--- src/rtl/reaction_round_sequencer_if.sv ---
`timescale 1ns/1ps
// Signal bundle between the reaction-round sequencer and its surroundings
// (button/start sources on one side, LED and score display on the other).
interface reaction_round_sequencer_if;
  logic       start;
  logic       button;
  logic       led_go;
  logic       busy;
  logic       done;
  logic       result_valid;
  logic [9:0] reaction_ms;
  logic       false_start;
  logic       timeout;
  logic [9:0] best_ms;
  logic [2:0] round_idx;

  modport master (
    output start, button,
    input  led_go, busy, done, result_valid, reaction_ms,
    input  false_start, timeout, best_ms, round_idx
  );

  modport slave (
    input  start, button,
    output led_go, busy, done, result_valid, reaction_ms,
    output false_start, timeout, best_ms, round_idx
  );
endinterface

--- src/rtl/reaction_round_sequencer.sv ---
`timescale 1ns/1ps
// Reaction-game round sequencer: random hold-off, go LED, millisecond reaction
// timing with false-start/timeout flags and best-time tracking over a session.
module reaction_round_sequencer #(
  parameter int TICK_DIV  = 27000,
  parameter int MIN_WAIT  = 500,
  parameter int RAND_MASK = 1023,
  parameter int TIMEOUT   = 999,
  parameter int ROUNDS    = 5
) (
  input logic clk,
  input logic reset,
  reaction_round_sequencer_if.slave bus
);

  localparam int              PW         = $clog2(TICK_DIV);
  localparam logic [PW-1:0]   TICK_LAST  = PW'(TICK_DIV - 1);
  localparam logic [9:0]      MS_LIMIT   = 10'(TIMEOUT);
  localparam logic [2:0]      LAST_ROUND = 3'(ROUNDS - 1);
  localparam logic [10:0]     WAIT_BASE  = 11'(MIN_WAIT);
  localparam logic [9:0]      WAIT_MASK  = 10'(RAND_MASK);

  // IDLE: no session | ARM: wait for button release | WAIT: random hold-off
  // GO: LED lit, timing | REPORT: one-cycle result | DONE: session finished
  typedef enum logic [2:0] {
    S_IDLE   = 3'd0,
    S_ARM    = 3'd1,
    S_WAIT   = 3'd2,
    S_GO     = 3'd3,
    S_REPORT = 3'd4,
    S_DONE   = 3'd5
  } state_t;

  state_t state, state_next;

  logic [15:0]   lfsr;
  logic          lfsr_fb;
  logic [PW-1:0] prescaler;
  logic          tick;
  logic          button_q;
  logic          press;
  logic          timer_restart;
  logic [10:0]   wait_load;

  logic [10:0] wait_cnt, wait_cnt_next;
  logic [9:0]  ms_cnt, ms_cnt_next;
  logic [9:0]  reaction_q, reaction_next;
  logic        false_q, false_next;
  logic        timeout_q, timeout_next;
  logic [9:0]  best_q, best_next;
  logic [2:0]  round_q, round_next;

  logic led_go_q, busy_q, done_q, result_valid_q;

  assign lfsr_fb       = lfsr[15] ^ lfsr[13] ^ lfsr[12] ^ lfsr[10];
  assign tick          = (prescaler == TICK_LAST);
  assign press         = bus.button & ~button_q;
  assign wait_load     = WAIT_BASE + {1'b0, lfsr[9:0] & WAIT_MASK};
  // Both timed states start from a fresh tick period on entry.
  assign timer_restart = (state_next != state) &&
                         ((state_next == S_WAIT) || (state_next == S_GO));

  always_ff @(posedge clk or posedge reset) begin
    if (reset) state <= S_IDLE;
    else       state <= state_next;
  end

  always_ff @(posedge clk or posedge reset) begin
    if (reset) begin
      lfsr      <= 16'hACE1;
      prescaler <= '0;
      button_q  <= 1'b0;
    end else begin
      lfsr     <= {lfsr[14:0], lfsr_fb};
      button_q <= bus.button;
      if (timer_restart || tick) prescaler <= '0;
      else                       prescaler <= prescaler + 1'b1;
    end
  end

  always_comb begin
    state_next    = state;
    wait_cnt_next = wait_cnt;
    ms_cnt_next   = ms_cnt;
    reaction_next = reaction_q;
    false_next    = false_q;
    timeout_next  = timeout_q;
    best_next     = best_q;
    round_next    = round_q;
    case (state)
      S_IDLE, S_DONE: begin
        if (bus.start) begin
          state_next = S_ARM;
          round_next = 3'd0;
        end
      end
      S_ARM: begin
        if (!bus.button) begin
          state_next    = S_WAIT;
          wait_cnt_next = wait_load;
        end
      end
      S_WAIT: begin
        if (press) begin
          state_next    = S_REPORT;
          false_next    = 1'b1;
          timeout_next  = 1'b0;
          reaction_next = 10'd0;
        end else if (tick) begin
          if (wait_cnt <= 11'd1) begin
            state_next  = S_GO;
            ms_cnt_next = 10'd0;
          end else begin
            wait_cnt_next = wait_cnt - 11'd1;
          end
        end
      end
      S_GO: begin
        if (press) begin
          state_next    = S_REPORT;
          reaction_next = ms_cnt;
          false_next    = 1'b0;
          timeout_next  = 1'b0;
        end else if (tick) begin
          if (ms_cnt == MS_LIMIT) begin
            state_next    = S_REPORT;
            reaction_next = MS_LIMIT;
            false_next    = 1'b0;
            timeout_next  = 1'b1;
          end else begin
            ms_cnt_next = ms_cnt + 10'd1;
          end
        end
      end
      S_REPORT: begin
        if (!false_q && !timeout_q && (reaction_q < best_q)) best_next = reaction_q;
        if (round_q == LAST_ROUND) begin
          state_next = S_DONE;
        end else begin
          state_next = S_ARM;
          round_next = round_q + 3'd1;
        end
      end
      default: state_next = S_IDLE;
    endcase
  end

  always_ff @(posedge clk or posedge reset) begin
    if (reset) begin
      wait_cnt       <= '0;
      ms_cnt         <= '0;
      reaction_q     <= '0;
      false_q        <= 1'b0;
      timeout_q      <= 1'b0;
      best_q         <= 10'h3FF;
      round_q        <= '0;
      led_go_q       <= 1'b0;
      busy_q         <= 1'b0;
      done_q         <= 1'b0;
      result_valid_q <= 1'b0;
    end else begin
      wait_cnt       <= wait_cnt_next;
      ms_cnt         <= ms_cnt_next;
      reaction_q     <= reaction_next;
      false_q        <= false_next;
      timeout_q      <= timeout_next;
      best_q         <= best_next;
      round_q        <= round_next;
      led_go_q       <= (state_next == S_GO);
      busy_q         <= (state_next == S_ARM) || (state_next == S_WAIT) ||
                        (state_next == S_GO)  || (state_next == S_REPORT);
      done_q         <= (state_next == S_DONE);
      result_valid_q <= (state_next == S_REPORT);
    end
  end

  assign bus.led_go       = led_go_q;
  assign bus.busy         = busy_q;
  assign bus.done         = done_q;
  assign bus.result_valid = result_valid_q;
  assign bus.reaction_ms  = reaction_q;
  assign bus.false_start  = false_q;
  assign bus.timeout      = timeout_q;
  assign bus.best_ms      = best_q;
  assign bus.round_idx    = round_q;

endmodule

--- src/flat_wrapper.sv ---
// flat-port wrapper written by rule: the top's interface ports become plain ports
module reaction_round_sequencer_flat 
#(
  parameter int TICK_DIV  = 27000,
  parameter int MIN_WAIT  = 500,
  parameter int RAND_MASK = 1023,
  parameter int TIMEOUT   = 999,
  parameter int ROUNDS    = 5
)
  (clk, reset, bus_start, bus_button, bus_led_go, bus_busy, bus_done, bus_result_valid, bus_reaction_ms, bus_false_start, bus_timeout, bus_best_ms, bus_round_idx);
  reaction_round_sequencer_if bus_i ();
  input logic clk;
  input logic reset;
  input wire logic [$bits(bus_i.start)-1:0] bus_start;
  input wire logic [$bits(bus_i.button)-1:0] bus_button;
  output wire logic [$bits(bus_i.led_go)-1:0] bus_led_go;
  output wire logic [$bits(bus_i.busy)-1:0] bus_busy;
  output wire logic [$bits(bus_i.done)-1:0] bus_done;
  output wire logic [$bits(bus_i.result_valid)-1:0] bus_result_valid;
  output wire logic [$bits(bus_i.reaction_ms)-1:0] bus_reaction_ms;
  output wire logic [$bits(bus_i.false_start)-1:0] bus_false_start;
  output wire logic [$bits(bus_i.timeout)-1:0] bus_timeout;
  output wire logic [$bits(bus_i.best_ms)-1:0] bus_best_ms;
  output wire logic [$bits(bus_i.round_idx)-1:0] bus_round_idx;
  assign bus_i.start = bus_start;
  assign bus_i.button = bus_button;
  assign bus_led_go = bus_i.led_go;
  assign bus_busy = bus_i.busy;
  assign bus_done = bus_i.done;
  assign bus_result_valid = bus_i.result_valid;
  assign bus_reaction_ms = bus_i.reaction_ms;
  assign bus_false_start = bus_i.false_start;
  assign bus_timeout = bus_i.timeout;
  assign bus_best_ms = bus_i.best_ms;
  assign bus_round_idx = bus_i.round_idx;
  reaction_round_sequencer #(.TICK_DIV(TICK_DIV), .MIN_WAIT(MIN_WAIT), .RAND_MASK(RAND_MASK), .TIMEOUT(TIMEOUT), .ROUNDS(ROUNDS)) u_core (.clk(clk), .reset(reset), .bus(bus_i));
endmodule
--- config.mk ---
export PLATFORM = sky130hd
export DESIGN_NAME = reaction_round_sequencer_flat
export DESIGN_NICKNAME = d
export VERILOG_FILES = /design/src/rtl/reaction_round_sequencer_if.sv /design/src/rtl/reaction_round_sequencer.sv /design/src/flat_wrapper.sv
export SDC_FILE = /design/constraint.sdc
export NUM_CORES = 1
export LEC_CHECK = 0
export ABC_AREA = 1
export CAP_MARGIN = 0
export CORE_ASPECT_RATIO = 0.6
export CORE_MARGIN = 2
export CORE_UTILIZATION = 45
export DETAILED_ROUTE_END_ITERATION = 8
export GPL_TIMING_DRIVEN = 0
export PLACE_DENSITY = 0.66
export SYNTH_ARGS = -nofsm -noshare
export SYNTH_HDL_FRONTEND = slang
export SYNTH_SLANG_ARGS = --single-unit
--- constraint.sdc ---
create_clock -name clk -period 2.3 [get_ports clk]
set_clock_uncertainty 0.15 [all_clocks]
set_input_delay 0.23 -clock clk [delete_from_list [all_inputs] [get_ports clk]]
set_output_delay 0.23 -clock clk [all_outputs]
set_load 0.02 [all_outputs]
==> run_results.csv, run 1 <==
group,metric,value,unit
status,status,"finished clean",
finish,final_cell_area,5420,um2
finish,layout_common_cells,"nand2_1 (160), nor2_1 (73), dfrtp_1 (67)",
timing,drv_slew,0,
timing,timing.hold.ws,73.3,ps
critical_path,cp_slowest_stage_delay,550,ps
yosys,synth-seq-cells,85,
grt,grt_pass1_vias,3424,
run,maxCapViolations,0,
yosys,synth_warnings,0,
yosys,seq_area_frac_synth,47.3,%
route,drtAntennaViolNets,0,
yosys,syn_inst,561,
pwr,switchingPower,2.48,mW
critical_path,required,2410,ps
grt,grt_antenna_before_repair,0,
yosys,synth_area,4540,um2
critical_path,rr_startpoint,"u_core.bus.best_ms[7]",
placed_design,portBuffers,32,
floorplan,rows,28,
critical_path,cpLargestDelayFamily,"simple AND/OR/NAND/NOR gates",
pwr,peakVddDrop,0.000537,V
route,highest_layer,"met4",
grt,grt_overflow,0,
route,wl_met3,470,um
route,vias_per_cell,5.00,
clocking,cts_buffers,9,
finish,fill_cells,899,
critical_path,path_buf_inv,1,
placed_design,dpl_cell_area,5080,um2
floorplan,core-area,9840,um2
critical_path,cp.depth,9,
timing,timing.fmax,477,MHz
clocking,cts.reportedPaths.clkPinSlew,60,ps
pwr,p_sw_share,38.9,%
yosys,syn_avg_cell_area,8.10,um2
pwr,p_per_area,1180,nW/um2
yosys,synthArstFlopShare,100,%
yosys,synth_fp_nets,581,
grt,grt_pass1_wl,17000,um
pwr,total_power,6.39,mW
pwr,p_seq_share,35.0,%
timing,rsz0062_at_grt,"false",
route,num_vias,3732,
pwr,leakage,2.50,nW
route,wl,9960,um
finish,drive_gt1_share,11.8,%
timing,post-route-min-period,2090,ps
floorplan,die_w,134,um
floorplan,die_h,81.8,um
critical_path,reg2reg_depth,9,
yosys,synth_edf_count,0,
clocking,insertion_delay,340,ps
clocking,htreeDepth,3,
critical_path,crit_end,"u_core.bus.best_ms[3]",
placed_design,dp_worst_setup_slack,87.4,ps
grt,grt_max_degree,39,
floorplan,start_util,46.2,%
route,wl_per_cell,13.3,um
timing,hold_violations,0,
placed_design,dpl.cell_count,730,
route,dr.first_iter.drc_count,183,
timing,period_share,91.1,%
critical_path,startpoint_type,"register",
grt,grt_usage,19.8,%
clocking,cts_root_buffer,"clkbuf_16",
route,dr.pass1.iters,5,
timing,worst_slew_pin_slew,454,ps
critical_path,path_class,"reg -> reg",
critical_path,cp.arrival,2210,ps
floorplan,dieArea,10900,um2
route,drt-met1-wl,5310,um
finish,postLayoutCoreUtil,55.0,%
pwr,internal-power,3.91,mW
yosys,ys.flop_type,"dfrtp_1",
critical_path,r2r_end,"u_core.bus.best_ms[3]",
finish,layout-area-overhead-vs-synth,19.2,%
finish,register_area,2150,um2
finish,multi_input_area,2080,um2
clocking,cts_max_path_buffers,2,
placed_design,dp_hpwl,7500,um
placed_design,place.gp.congestion,0.869,
clocking,clkSinkCount,85,
yosys,synth_cell_types,34,
clocking,tritoncts,"built",
timing,slew_headroom,69.4,%
timing,finalSetupViolations,0,
finish,diodes,0,
critical_path,cp-end-kind,"register",
finish,fin_cells,747,
critical_path,crit_fanout,10,
finish,nets,627,
pwr,clockPowerShare,25.4,%
finish,layout_commonest_cell,"nand2_1",
critical_path,r2r_slack,210,ps
critical_path,cp_slowest_cell,"dfstp_2",
pwr,p_comb_share,39.6,%
critical_path,crit_chain,"inv_1 > ha_1 > a21oi_1 > o21a_1 > nand2_1 > nor2_1 > nand3_1 > nand2_1 > nand2_1",
critical_path,critPathLaunch,"u_core.bus.best_ms[7]",
route,drc,0,
timing,setup_tns,0,ps
clocking,cts-hold-fix-buffers,0,
timing,timing.final.ws_setup,205,ps
critical_path,cp_common_cell,"nand2_1",
floorplan,boundaryPins,33,
route,wl_met2,4030,um
min_path,worstHoldPathType,"in -> async",
-- synthesized netlist by cell type (2+ instances only) --
| library cell | number | area share [%] |
|---|---|---|
| xor2_1 | 20 | 3.9 |
| nand4_1 | 22 | 3.0 |
| o21ai_1 | 5 | 0.55 |
| nand3_1 | 30 | 3.3 |
| dfstp_2 | 18 | 10 |
| nor2_1 | 73 | 6.0 |
| a21oi_1 | 7 | 0.77 |
| nor2_2 | 5 | 0.69 |
| nor3_1 | 5 | 0.55 |
| inv_1 | 51 | 4.2 |
| dfrtp_1 | 67 | 37 |
| buf_6 | 4 | 0.99 |
| clkbuf_1 | 4 | 0.33 |
| nand3_2 | 2 | 0.44 |
| inv_2 | 7 | 0.58 |
| ha_1 | 16 | 4.4 |
| nand2_1 | 160 | 13 |
| o21ai_0 | 33 | 3.6 |
| nor2_4 | 2 | 0.50 |
| buf_4 | 2 | 0.33 |
| o21ai_2 | 4 | 0.77 |
| nand2_2 | 4 | 0.55 |
| xnor2_1 | 9 | 1.7 |
-- logic make-up (layout without fill, tap and decap cells) --
kind of cell	Yosys count	after routing	synth area share, %
simple gates	306	306	28.8
flops	85	85	47.3
buf+inv	70	121	6.83
compound gates	55	55	7.05
xor+xnor	29	29	5.59
fa+ha+maj	16	16	4.41
-- power by group through the flow --
stage	sequential, mW	combinational (mW)	clock [mW]
final	2.24	2.53	1.62
after CTS	2.23	2.52	1.66
after floorplan	2.36	1.52	0
after global placement	2.23	2.43	0
after global routing	2.29	2.86	1.72
after detailed placement	2.26	2.50	0
-- sequential cells by signal (all words and copies together), names as in the netlist --
signal,count
u_core.bus.best_ms,10
u_core.bus.false_start,1
u_core.prescaler,15
u_core.bus.round_idx,3
u_core.bus.done,1
u_core.button_q,1
u_core.bus.busy,1
u_core.lfsr,16
u_core.bus.timeout,1
u_core.bus.result_valid,1
u_core.ms_cnt,10
u_core.wait_cnt,11
u_core.bus.led_go,1
u_core.state,3
u_core.bus.reaction_ms,10
-- layer usage --
metal	up-vias	track usage, %
li1	1888	-
met1	1755	29.3
met2	79	29.0
met3	10	4.38
met4	0	5.74
met5	-	0
-- layout make-up --
class / instances / area share (%)
repair buffers: 35 / 6.79
clock inverters: 5 / 1.85
multi-input cells: 406 / 38.5
flip-flops and latches: 85 / 39.7
clock buffers: 11 / 4.29
well taps: 135 / 3.12
inverters: 58 / 4.09
plain buffers: 12 / 1.73
-- what timing repair did --
| action | in CTS | in global routing |
|---|---|---|
| endpoints found under the setup margin | 0 | 7 |
| resized for setup | 0 | 2 |
| setup buffers | 0 | 1 |
-- worst register-to-register path: cells and delay by family (launching register included) --
family | cells | cell delay, ps
and+or+nand+nor | 5 | 700
DFF | 1 | 550
AOI/OAI and AO/OA | 2 | 280
buffers and inverters | 1 | 50
adders and majority gates | 1 | 300
-- worst min-delay path by stage --
stage               slack, ps                 end       startpoint  depth (start not counted)
finish                     70  u_core.wait_cnt[9]            reset                          2
global route              100  u_core.wait_cnt[9]            reset                          2
CTS                        80  u_core.wait_cnt[9]            reset                          2
detailed placement        200     u_core.lfsr[15]  u_core.lfsr[14]                          0
global placement          190     u_core.lfsr[15]  u_core.lfsr[14]                          0
floorplan                 110     u_core.button_q       bus_button                          0
No activity file was read; power rests on OpenSTA's default activity.
==> run 2: changes to the inputs <==
CORE_UTILIZATION = 53   (was 45)
PLACE_DENSITY = 0.81   (was 0.66)
==> run 2 against run 1 <==
Against the previous run: final cell count fell by 3.1%; wire length fell by 2.4%; sequential cell count unchanged; critical path type unchanged; critical endpoint is now u_core.bus.best_ms[0]; clock power fell by 2%; sequential share of layout area up 0.25 points.
==> run_results.csv, run 2 (same netlist as run 1, synthesis figures left out) <==
group,metric,value,unit
route,num_vias,3788,
min_path,worstHoldPathType,"in -> async",
finish,diodes,0,
placed_design,place.gp.congestion,0.925,
timing,period_share,92.0,%
clocking,cts.reportedPaths.clkPinSlew,60,ps
floorplan,rows,26,
timing,worst_slew_pin_slew,543,ps
clocking,insertion_delay,340,ps
timing,post-route-min-period,2120,ps
critical_path,cp_slowest_cell,"dfstp_2",
critical_path,cp.depth,10,
finish,nets,627,
floorplan,die_w,124,um
finish,layout-area-overhead-vs-synth,18.5,%
critical_path,cp_slowest_stage_delay,550,ps
grt,grt_antenna_before_repair,0,
critical_path,rr_startpoint,"u_core.bus.best_ms[5]",
critical_path,r2r_slack,180,ps
grt,grt_pass1_vias,3531,
critical_path,cp_common_cell,"nand2_1",
finish,register_area,2150,um2
critical_path,critPathLaunch,"u_core.bus.best_ms[5]",
placed_design,portBuffers,32,
route,drtAntennaViolNets,0,
route,dr.first_iter.drc_count,367,
grt,grt_overflow,0,
floorplan,boundaryPins,33,
finish,layout_common_cells,"nand2_1 (160), nor2_1 (73), dfrtp_1 (67)",
pwr,leakage,2.49,nW
finish,final_cell_area,5390,um2
critical_path,cp-end-kind,"register",
critical_path,startpoint_type,"register",
pwr,peakVddDrop,0.000680,V
timing,hold_violations,0,
floorplan,die_h,75.7,um
timing,timing.hold.ws,94.6,ps
finish,largestRegisters,"u_core.lfsr: 16 flops, u_core.prescaler: 15 flops, u_core.wait_cnt: 11 flops",
timing,timing.fmax,473,MHz
floorplan,dieArea,9360,um2
timing,finalSetupViolations,0,
clocking,cts_buffers,9,
timing,drv_slew,0,
timing,rsz0062_at_grt,"false",
finish,drive_gt1_share,11.8,%
critical_path,crit_chain,"inv_1 > ha_1 > a21oi_1 > o21ai_0 > nand2_1 > nand2_1 > nor2_1 > nand3_1 > nand2_1 > nand2_1",
placed_design,dp_hpwl,7130,um
finish,fill_cells,658,
floorplan,start_util,53.9,%
critical_path,crit_end,"u_core.bus.best_ms[0]",
route,drc,0,
critical_path,reg2reg_depth,10,
clocking,cts_max_path_buffers,2,
pwr,total_power,6.33,mW
clocking,htreeDepth,3,
timing,slew_headroom,63.6,%
pwr,p_per_area,1180,nW/um2
run,maxCapViolations,0,
critical_path,required,2420,ps
clocking,cts-hold-fix-buffers,0,
critical_path,path_buf_inv,1,
finish,multi_input_area,2080,um2
route,dr.pass1.iters,6,
finish,regMostFlops,"u_core.lfsr",
clocking,tritoncts,"built",
clocking,cts_root_buffer,"clkbuf_16",
finish,layout_commonest_cell,"nand2_1",
route,vias_per_cell,5.23,
clocking,clkSinkCount,85,
critical_path,cp.arrival,2240,ps
critical_path,path_class,"reg -> reg",
route,wl,9720,um
timing,setup_tns,0,ps
critical_path,r2r_end,"u_core.bus.best_ms[0]",
placed_design,dpl.cell_count,707,
grt,grt_pass1_wl,16500,um
grt,grt_max_degree,39,
critical_path,cpLargestDelayFamily,"simple AND/OR/NAND/NOR gates",
placed_design,dpl_cell_area,5050,um2
critical_path,crit_fanout,10,
route,wl_per_cell,13.4,um
grt,grt_usage,23.3,%
finish,fin_cells,724,
finish,largest_reg_flops,16,
status,status,"finished clean",
floorplan,core-area,8430,um2
==> run 2: changes by cell type in the layout (fill, tap and decap cells not counted) <==
cell	previous run	this run
bufinv_16	3	2
clkinvlp_4	1	2
clkbuf_8	0	2
clkinv_2	2	0
==> run 2: worst min-delay path by stage <==
stage	slack [ps]	end	depth (start not counted)
2_1_floorplan	110	u_core.button_q	0
3_3_place_gp	190	u_core.lfsr[15]	0
3_5_place_dp	200	u_core.lfsr[15]	0
4_1_cts	100	u_core.lfsr[4]	2
5_1_grt	110	u_core.lfsr[4]	2
6_report	90	u_core.lfsr[4]	2
==> run 2: layout make-up <==
class	count	share of cell area [%]
plain buffers	12	1.74
clock buffers	13	4.83
clock inverters	3	1.25
inverters	58	4.11
multi-input cells	406	38.7
flip-flops and latches	85	39.9
well taps	112	2.60
repair buffers	35	6.83
==> run 2: routing by layer <==
| layer | part of all wire, % | up-vias | GRT usage, % |
|---|---|---|---|
| met4 | 1.5 | 0 | 7.20 |
| met3 | 7.2 | 15 | 8.08 |
| met5 | 0 | - | 0 |
| li1 | - | 1885 | - |
| met2 | 44 | 134 | 35.2 |
| met1 | 48 | 1754 | 31.8 |
==> run 2: stage by stage <==
stage | utilization [%] | setup slack [ps]
finish | 63.9 | 185
global route | 63.9 | 12.5
CTS | 63.8 | 137
detailed placement | 59.9 | 61.5
global placement | 59.4 | 47.8
floorplan | - | 314
==> run 2: worst register-to-register path, stage by stage (launching register included) <==
cell     delay (ps)
dfstp_2         550
inv_1            50
ha_1            290
a21oi_1         140
o21ai_0          90
nand2_1          60
nand2_1          50
nor2_1          120
nand3_1         310
nand2_1         170
nand2_1          70
==> run 2: power by group <==
group | total (mW) | leakage [nW] | switching [mW] | internal [mW]
Sequential | 2.21 | 1.07 | 0.348 | 1.87
Clock | 1.58 | 0.156 | 0.572 | 1.01
Combinational | 2.53 | 1.26 | 1.55 | 0.982
==> run 2: what timing repair did <==
item                       CTS  global route
setup endpoints to repair    0            15
setup buffers                0             1
gates resized for setup      0             2
==> run 3: changes to the inputs <==
ABC_AREA = default   (was 1)
==> run 3 against run 2 <==
Against the previous run: the flow now finishes with violations (setup timing); synthesized area decreased by 7.0%; clock-buffer cell count decreased by 2; die area decreased by 6.7%; design area increased by 1.2%; critical path type unchanged; synthesized cell count decreased by 23%; power decreased by 3.6%; first-iteration DRC count increased by 9.8%; worst setup slack got worse by 390 ps; global-route usage increased by 3.6 points; sequential power increased by 2%; clock power decreased by 15%; sequential share of layout area decreased by 0.48 points.
==> run_results.csv, run 3 <==
group,metric,value,unit
timing,drv_slew,0,
pwr,total_power,6.10,mW
finish,layout_commonest_cell,"dfrtp_1",
placed_design,dp_hpwl,7170,um
critical_path,startpoint_type,"register",
pwr,p_comb_share,41.2,%
finish,nets,518,
grt,grt_use_met3,6.80,%
finish,layout_common_cells,"dfrtp_1 (67), nor2_1 (41), nand2_1 (37)",
pwr,p_per_area,1120,nW/um2
floorplan,core-area,7790,um2
route,vias_per_cell,6.09,
finish,diodes,0,
critical_path,path_class,"reg -> reg",
critical_path,crit_fanout,7,
pwr,leakage,2.33,nW
yosys,synth-seq-cells,85,
pwr,p_sw_share,40.0,%
pwr,p_seq_share,36.9,%
timing,timing.fmax,399,MHz
route,dr.pass1.iters,5,
status,violations,"setup timing",
finish,layout-area-overhead-vs-synth,29.0,%
grt,grt_pass1_vias,3531,
yosys,synth_warnings,0,
floorplan,dieArea,8730,um2
route,dr.first_iter.drc_count,403,
pwr,clockPowerShare,21.9,%
yosys,synth_fp_nets,454,
yosys,syn_inst,434,
clocking,cts_root_buffer,"clkbuf_16",
timing,period_share,109,%
placed_design,place.gp.congestion,0.829,
grt,grt_antenna_before_repair,0,
placed_design,portBuffers,32,
timing,slew_headroom,60.7,%
timing,timing.final.ws_setup,-207,ps
timing,finalSetupViolations,47,
timing,rsz0062_at_grt,"true",
timing,worst_slew_pin_slew,590,ps
yosys,synth_top_area_cell,"dfrtp_1",
min_path,worstHoldPathType,"in -> async",
floorplan,boundaryPins,33,
yosys,synth_edf_count,0,
pwr,internal-power,3.66,mW
grt,grt_use_met1,38.9,%
grt,grt_pass1_wl,18000,um
placed_design,dpl_cell_area,4830,um2
pwr,switchingPower,2.44,mW
clocking,clkSinkCount,85,
clocking,cts_max_path_buffers,2,
route,wl_per_cell,18.4,um
clocking,insertion_delay,350,ps
clocking,htreeDepth,3,
floorplan,rows,25,
timing,setup_tns,-5590,ps
yosys,syn_avg_cell_area,9.74,um2
yosys,yosysTopAreaCellShare,39.7,%
yosys,post-synth-top-count-cell,"dfrtp_1",
grt,grt_max_degree,43,
floorplan,die_h,73.2,um
placed_design,dp_worst_setup_slack,-400,ps
route,wl,11200,um
timing,hold_violations,0,
floorplan,start_util,54.3,%
yosys,synth_area,4230,um2
route,drc,0,
timing,post-route-min-period,2510,ps
grt,met2_usage,41.0,%
finish,largest_reg_flops,16,
clocking,tritoncts,"built",
yosys,ys.flop_type,"dfrtp_1",
grt,grt_overflow,0,
route,drtAntennaViolNets,0,
finish,largestRegisters,"u_core.lfsr: 16 flops, u_core.prescaler: 15 flops, u_core.wait_cnt: 11 flops",
finish,final_cell_area,5450,um2
critical_path,required,2440,ps
yosys,synth_common_cells,"dfrtp_1 (67), o21ai_0 (54), nor2_1 (44)",
status,status,"finished with violations",
grt,grt_usage,26.8,%
clocking,cts_buffers,9,
critical_path,cp.arrival,2650,ps
clocking,cts-hold-fix-buffers,0,
floorplan,die_w,119,um
route,num_vias,3718,
pwr,peakVddDrop,0.000713,V
yosys,seq_area_frac_synth,50.9,%
yosys,synth_area_leaders,"dfrtp_1 (40%), dfstp_2 (11%), o21ai_0 (6.4%)",
yosys,synthArstFlopShare,100,%
yosys,synth_cell_types,52,
run,maxCapViolations,0,
critical_path,cp-end-kind,"register",
finish,drive_gt1_share,20.7,%
clocking,cts.reportedPaths.clkPinSlew,70,ps
finish,regMostFlops,"u_core.lfsr",
grt,busiest_layer,"met2",
## run 3: cell types whose count changed after synthesis, moves of 9 or more
cell and delta:
nand3_1 -20, a221o_1 +10, a22o_1 +10, o21ai_0 +21
nand2b_1 +9, a21oi_1 +17, nand4_1 -19, nand2_1 -120
nor2_1 -29, inv_1 -29
## run 3: area by class of cell
class                           instances  area, um2
Tap cell                              108        135
Buffer                                  9       65.1
Timing Repair Buffer                   52        518
Inverter                               23       93.8
Clock buffer                           11        233
Fill cell                             530       2340
Multi-Input combinational cell        318       2220
Clock inverter                          5       38.8
Sequential cell                        85       2150
## run 3: logic make-up after synthesis
group                      after synthesis  synth area share [%]
and+or+nand+nor                        151                  17.4
AOI/OAI and AO/OA                      129                  19.6
DFF                                     85                  50.9
buffers and inverters                   33                  3.23
xor gates and xnor gates                19                  3.94
adders and majority gates               16                  4.74
muxes                                    1                 0.266
## run 3: per-layer routing
layer	wire, um	up-vias
li1	-	1700
met1	5290	1855
met2	5080	151
met3	756	12
met4	101	0
met5	0	-
## run 3: final timing paths
| kind | end | cells after the start | slack, ps | from |
|---|---|---|---|---|
| hold / removal | u_core.ms_cnt[6] | 2 | 50 | reset |
| hold reg to reg | u_core.lfsr[15] | 0 | 210 | u_core.lfsr[14] |
| min in group clk | u_core.lfsr[15] | 0 | 210 | u_core.lfsr[14] |
| max in group asynchronous | u_core.bus.best_ms[7] | 4 | 1160 | reset |
| setup / recovery | u_core.state[0] | 6 | -210 | u_core.prescaler[10] |
| setup reg to reg | u_core.state[0] | 6 | -210 | u_core.prescaler[10] |
## run 3: power by group through the flow
stage / clock [mW] / combinational (mW) / sequential [mW]
6_report: 1.34 / 2.51 / 2.25
5_1_grt: 1.42 / 2.72 / 2.30
4_1_cts: 1.35 / 2.36 / 2.23
3_5_place_dp: 0 / 2.15 / 2.25
3_3_place_gp: 0 / 2.07 / 2.23
2_1_floorplan: 0 / 1.27 / 2.37
## run 3: timing repair
action | CTS | global route
setup buffers | 15 | 1
pin swaps | 21 | 2
cloned | 2 | 2
endpoints found under the setup margin | 56 | 48
gates resized for setup | 43 | 36
## run 3: worst max-delay path, cell delays in order (launching register included)
cell and delay [ps]:
dfrtp_1 390, or4b_1 540, or4_4 510, buf_4 180
or4_4 440, o31ai_4 90, or2_1 150
## run 3: metrics by stage
stage               hold WS (ps)  utilization (%)  std cells
floorplan                    111                -        434
global route                76.4             70.0        611
CTS                         48.2             68.8        608
global placement             186             61.4        574
detailed placement           193             62.0        576
finish                      48.3             70.0        611
